--- config.mk ---
export PLATFORM = sky130hd
export DESIGN_NAME = dffre_pipe
export DESIGN_NICKNAME = d
export VERILOG_FILES = /design/src/rtl/dffre_pipe.sv
export SDC_FILE = /design/constraint.sdc
export NUM_CORES = 1
export LEC_CHECK = 0
export ABC_CLOCK_PERIOD_IN_PS = 1000
export BUFFER_PORTS_ARGS = -buffer_cell sky130_fd_sc_hd__buf_2
export CORE_MARGIN = 1.5
export CORE_UTILIZATION = 45
export CTS_BUF_LIST = sky130_fd_sc_hd__clkbuf_4 sky130_fd_sc_hd__clkbuf_8 sky130_fd_sc_hd__clkbuf_16
export CTS_CLUSTER_SIZE = 25
export DETAILED_ROUTE_END_ITERATION = 10
export PLACE_DENSITY = 0.84
export SYNTH_ARGS = -nofsm -noshare
export SYNTH_HDL_FRONTEND = slang
export SYNTH_SLANG_ARGS = --single-unit
export TNS_END_PERCENT = 50
--- constraint.sdc ---
create_clock -name C -period 1 [get_ports C]
set_clock_uncertainty 0.2 [all_clocks]
set_input_delay 0.15 -clock C [delete_from_list [all_inputs] [get_ports C]]
set_output_delay 0.15 -clock C [all_outputs]
set_load 0.1 [all_outputs]
--- src/rtl/dffre_pipe.sv ---
// -----------------------------------------------------------------------------
// dffre_pipe
//   WIDTH-bit, DEPTH-stage elastic pipeline register. It has a global enable,
//   a synchronous active-high reset, and a valid/ready handshake with
//   bubble-collapsing backpressure.
//
//   Ports
//     C   in   1      clock, all state updates on posedge
//     R   in   1      synchronous active-high reset; overrides E and handshakes
//     E   in   1      global enable; while low every register holds and
//                     DR/QV are forced low
//     D   in   WIDTH  input data, sampled only on an input transfer (DV & DR)
//     DV  in   1      input valid
//     DR  out  1      input ready
//     Q   out  WIDTH  output data (last stage)
//     QV  out  1      output valid
//     QR  in   1      output ready; an output transfer is QV & QR
//     OCC out  $clog2(DEPTH+1)  number of occupied stages. This port exists
//                     only when DFFRE_PIPE_OCC_EN is defined.
//
//   Optional feature macro: DFFRE_PIPE_OCC_EN adds the OCC port.
//
//   Integration note: the ready chain is combinational. A path runs from QR
//   to DR, so a stage can pop and push in the same cycle.
// -----------------------------------------------------------------------------
module dffre_pipe #(
    parameter int               WIDTH      = 8,
    parameter int               DEPTH      = 2,
    parameter int               RESET_DATA = 1,
    parameter logic [WIDTH-1:0] RESET_VAL  = {WIDTH{1'b0}}
) (
    input  logic             C,
    input  logic             R,
    input  logic             E,
    input  logic [WIDTH-1:0] D,
    input  logic             DV,
    output logic             DR,
    output logic [WIDTH-1:0] Q,
    output logic             QV,
    input  logic             QR
`ifdef DFFRE_PIPE_OCC_EN
    ,
    output logic [$clog2(DEPTH+1)-1:0] OCC
`endif
);

    localparam int OCC_W = $clog2(DEPTH + 1);

    // The power-up contents match the reset contents.
    logic [DEPTH-1:0] v_q = {DEPTH{1'b0}};
    logic [WIDTH-1:0] d_q [DEPTH] = '{default: RESET_VAL};

    logic [DEPTH-1:0] v_d;
    logic [WIDTH-1:0] d_d [DEPTH];
    logic [DEPTH-1:0] rdy_s;
    logic             run_s;

    assign run_s = E & ~R;
    assign DR    = run_s & rdy_s[0];
    assign QV    = run_s & v_q[DEPTH-1];
    assign Q     = d_q[DEPTH-1];

    // Ready chain: a stage can accept when it is empty or some later stage
    // can make room. The chain is built as a running OR from the tail, so
    // any bubble downstream unblocks every stage upstream of it.
    always_comb begin
        logic acc_v;
        acc_v = QR;
        rdy_s = {DEPTH{1'b0}};
        for (int k = DEPTH - 1; k >= 0; k--) begin
            acc_v    = acc_v | ~v_q[k];
            rdy_s[k] = acc_v;
        end
    end

    // Next-state shift. A ready stage takes its upstream valid bit. Data
    // moves only with a valid item, so bubbles never disturb held data.
    always_comb begin
        v_d = v_q;
        for (int k = 0; k < DEPTH; k++) begin
            d_d[k] = d_q[k];
        end
        if (E) begin
            if (rdy_s[0]) begin
                v_d[0] = DV;
                if (DV) begin
                    d_d[0] = D;
                end else begin
                    d_d[0] = d_q[0];
                end
            end else begin
                v_d[0] = v_q[0];
                d_d[0] = d_q[0];
            end
            for (int k = 1; k < DEPTH; k++) begin
                if (rdy_s[k]) begin
                    v_d[k] = v_q[k-1];
                    if (v_q[k-1]) begin
                        d_d[k] = d_q[k-1];
                    end else begin
                        d_d[k] = d_q[k];
                    end
                end else begin
                    v_d[k] = v_q[k];
                    d_d[k] = d_q[k];
                end
            end
        end else begin
            v_d = v_q;
        end
    end

    // State registers. Reset clears every valid bit. The data registers
    // either load RESET_VAL or keep their contents, depending on RESET_DATA.
    always_ff @(posedge C) begin
        if (R) begin
            v_q <= {DEPTH{1'b0}};
            for (int k = 0; k < DEPTH; k++) begin
                if (RESET_DATA != 0) begin
                    d_q[k] <= RESET_VAL;
                end else begin
                    d_q[k] <= d_q[k];
                end
            end
        end else begin
            v_q <= v_d;
            for (int k = 0; k < DEPTH; k++) begin
                d_q[k] <= d_d[k];
            end
        end
    end

`ifdef DFFRE_PIPE_OCC_EN
    // Occupancy popcount. It does not depend on E, so it shows the held
    // count while the pipe is frozen.
    always_comb begin
        OCC = {OCC_W{1'b0}};
        for (int k = 0; k < DEPTH; k++) begin
            OCC = OCC + OCC_W'(v_q[k]);
        end
    end
`endif

endmodule

### Yosys cells after proc, flatten, opt, wreduce, memory -nomap -nowiden

Memories as Yosys holds them, arrays and structs flattened.
Cells that the tools add are included.

| word-level totals | value |
|---|---|
| output and inout bits | 10 |
| memories kept | 1 |
| word-level logic and storage cells | 25 |
| bits in registers | 2 |
| bits in writable memories | 16 |
| input port bits | 13 |

Memory list:

| memory | words | width | read ports | clocked after memory_dff | write ports | line | text |
|---|---|---|---|---|---|---|---|
| d_q | 2 | 8 | 2 | 0 | 2 | 51 | `logic [WIDTH-1:0] d_q [DEPTH] = '{default: RESET_VAL};` |

| cells by class | value |
|---|---|
| muxes and demuxes | 10 |
| reductions and logical operators | 2 |
| bitwise operators | 10 |

Operators with widths:

| cell | count |
|---|---|
| $mux 8 | 6 |
| $mux 16 | 1 |
| $or 1x1->1 | 4 |
| $reduce_and 2->1 | 2 |
| $and 1x1->1 | 3 |
| $mux 1 | 3 |
| $not 1->1 | 3 |

### Logic depth before layout (Yosys ltp)

| logic depth | value |
|---|---|
| word-level depth | 6 |
| depth in mapped cells | 4 |
| gate-level depth less buffers | 3 |

### Least setup slack after synthesis

No wires, ideal clock.

| timing path | value |
|---|---|
| path type | register -> output |
| from | reg v_q[0] |
| to | out DR |
| buffers on the path | 0 |
| stages on the path, launching flop included | 3 |
| data required time | 0.650 ns |
| slack | -2.080 ns |
| arrival | 2.730 ns |
| cell sequence | dfxtp_1 -> and3b_4 -> nor3b_1 |

| between the ends | value |
|---|---|
| word-level cells in the longest chain between the ends | 3 |

Ends and longest elaborated chain:

| what | line | text |
|---|---|---|
| from (decl) | 50 | `logic [DEPTH-1:0] v_q = {DEPTH{1'b0}};` |
| from (signal assigned) | 117 | `v_q <= {DEPTH{1'b0}};` |
| from (signal assigned) | 126 | `v_q <= v_d;` |
| $not 1->1 | 71 | `acc_v = acc_v \| ~v_q[k];` |
| $or 1x1->1 | 71 |  |
| $and 1x1->1 | 59 | `assign DR = run_s & rdy_s[0];` |
| to (decl) | 37 | `output logic DR,` |

Every way passes these cells.

### Final worst setup path

Ends and elaborated chain as after synthesis.

==> flow_summary.ini <==
[floorplan]
die_w_um = 46.68
core-area_mm2 = 0.001764
start_util = 0.4865
die_height_um = 46.68
dieArea_mm2 = 0.002179
rows = 15
design.portCount = 23

[layout]
layout-drive-gt1-share = 0.4912
antenna_cells = 0
utilization = 0.7511
design_area_mm2 = 0.001325
final_net_count = 128
area_growth_pct = 54.37
fillerInstances = 126
finalNonFillerCells = 139

[detailed_routing]
drtPass1Iterations = 2
vias = 637
routed_wl_mm = 1.710
route.detailed.wl_per_inst_um = 12.30
ant_nets = 0
viasPerCell = 4.583
drtIter0Drc = 4
drc = 0

[setup_path]
startpoint_type = flip-flop
cp_max_fo = 2
cp.required_ns = 0.65
r2r_slack_ns = -0.46
path_buf_inv = 1
crit_chain = and3b_4 -> nor3b_4 -> buf_12
worst-endpoint-arrival_ns = 1.26
rr_endpoint = d_q[0][4]
slowest_delay_ns = 0.34
endpoint_kind = output pin
cp_slowest_cell = dfxtp_2
path_delay_family = simple AND/OR/NAND/NOR gates
path_class = flip-flop to output pin
r2r_cells = 5
r2r-start = v_q[0]

[cts]
ctsHoldBuffers = 8
cts_root_buf = clkbuf_4
htreeDepth = 1
cts_max_path_buffers = 2
clk_pin_slew_worst_paths_ns = 0.10
cts_tree = yes
numCtsBuffers = 3
clock_sinks = 18
clkLatencyLatePin_ns = 0.28

[placement]
gp_congestion = 0.6720
dp_hpwl_mm = 1.097
placed_cell_area_mm2 = 0.001111
io_buffers = 22
dpl_worst_slack_ns = -0.3239
dp.cells = 121

[grt]
grt_pass1_vias = 634
antenna_found_initial = 0
grt.total_usage = 0.1836
grt_overflow = 0
grt_max_degree = 27
grt_pass1_wl_mm = 2.732

[logic_synthesis]
netlist_area_um2 = 858.3
yosysTopAreaCell = dfxtp_1
ys_types = 18
synth_cells = 83
synth-seq-cells = 18
postSynthAreaPerCell_um2 = 10.34
synthTopCellsByArea = dfxtp_1, mux2i_1, nand2b_1
synth.yosys.seq_area_share = 0.4198
syn_nets = 96
yosysTopAreaCellShare = 0.4198
yosys_warnings = 0

[hold_path]
holdPathEnd = v_q[0]
hold_start = DV
hp-class = input pin to flip-flop
min_path_cells = 3

[sta]
min_period_ns = 1.610
rsz0062_at_grt = true
final_hold_viol_count = 1
final-max-slew-violation-count = 0
tightest_slew_ns = 0.2106
fmax_mhz = 621.3
worst_slack_ns = -0.6095
setup-tns-final_ns = -8.720
relSlewSlack = 0.8594
whs_ns = -0.01272
fin_crit_sh = 1.610
setup_violations = 28

[power_and_ir_drop]
power_density_mw_per_mm2 = 1085
total_power_mw = 1.438
p_leak_nw = 0.5613
ir_drop_mv = 0.7683

[flow_run]
cap_violations = 0

[status]
status = finished, violations left
failed_checks = negative hold slack, negative setup slack
-- logic make-up (layout without fill, tap and decap cells) --
logic type / Yosys count / after routing / share of synthesized area
flops: 18 / 18 / 0.4198
compound gates: 3 / 3 / 0.02624
buf+inv: 12 / 43 / 0.09183
simple gates: 34 / 34 / 0.2755
mux: 16 / 16 / 0.1866
-- worst register-to-register path, cell delays in order (launching register included) --
cell and delay [ns]:
dfxtp_2 0.34, and3b_4 0.20, buf_4 0.13, buf_6 0.12, nor2_8 0.20, mux2i_1 0.21
-- layout make-up --
| type | instances | area [um^2] | share of cell area |
|---|---|---|---|
| multi-input combinational | 53 | 461.7 | 0.3484 |
| timing repair buffer | 39 | 422.9 | 0.3192 |
| sequential | 18 | 372.9 | 0.2814 |
| clock buffer | 4 | 36.28 | 0.02738 |
| tap | 25 | 31.28 | 0.02361 |
-- state kept, by name, indices dropped and copies added, names as in the netlist --
register,count
d_q,16
v_q,2
-- repair_timing --
action,in CTS,in global routing
resized for setup,15,2
hold endpoints to repair,9,1
setup endpoints to repair,27,28
setup buffers,3,3
pin swaps,5,3
-- worst max-delay path by stage --
stage	startpoint	to	slack [ns]	depth (start not counted)
after floorplan	v_q[1]	DR	-0.71	2
after global placement	v_q[1]	DR	-0.27	3
after detailed placement	v_q[1]	DR	-0.32	3
after CTS	v_q[0]	DR	-0.64	3
after global routing	v_q[0]	DR	-0.66	3
final	v_q[0]	DR	-0.61	3
-- power by group --
| group | internal [mW] | total [mW] | switching [mW] | leakage [nW] |
|---|---|---|---|---|
| Sequential | 0.740 | 0.750 | 0.0102 | 0.151 |
| Clock | 0.221 | 0.437 | 0.216 | 0.0210 |
| Combinational | 0.131 | 0.251 | 0.120 | 0.389 |
| Total | 1.09 | 1.44 | 0.345 | 0.561 |
-- synth_stat cells --
library cell and n:
nand2_2 1, nor3b_1 1, nor2_1 1, nand2_1 1, buf_4 8, a21oi_1 1
and3b_4 1, and3_2 1, dfxtp_1 18, buf_2 3, a21bo_2 1, nor2_8 1
and3b_1 1, a22oi_1 1, clkbuf_1 1, nand2b_1 25, mux2i_1 16, nand3_2 1
-- layout by cell type, fill, tap and decap left out, types with 2 or more instances in the layout --
cell            n
nand2b_1       24
mux2i_1        16
buf_2          12
dfxtp_2        10
buf_12         10
dfxtp_1         8
dlygate4sd3_1   8
buf_4           5
buf_6           4
clkbuf_4        3
and3b_4         2
-- metal layers --
layer | GRT usage | up-vias | part of all wire
li1 | - | 325 | -
met1 | 0.2374 | 301 | 0.45
met2 | 0.3028 | 9 | 0.52
met3 | 0.01176 | 2 | 0.016
met4 | 0.1000 | 0 | 0.011
met5 | 0 | - | 0
Note: power is estimated with default switching activity, not from simulation.
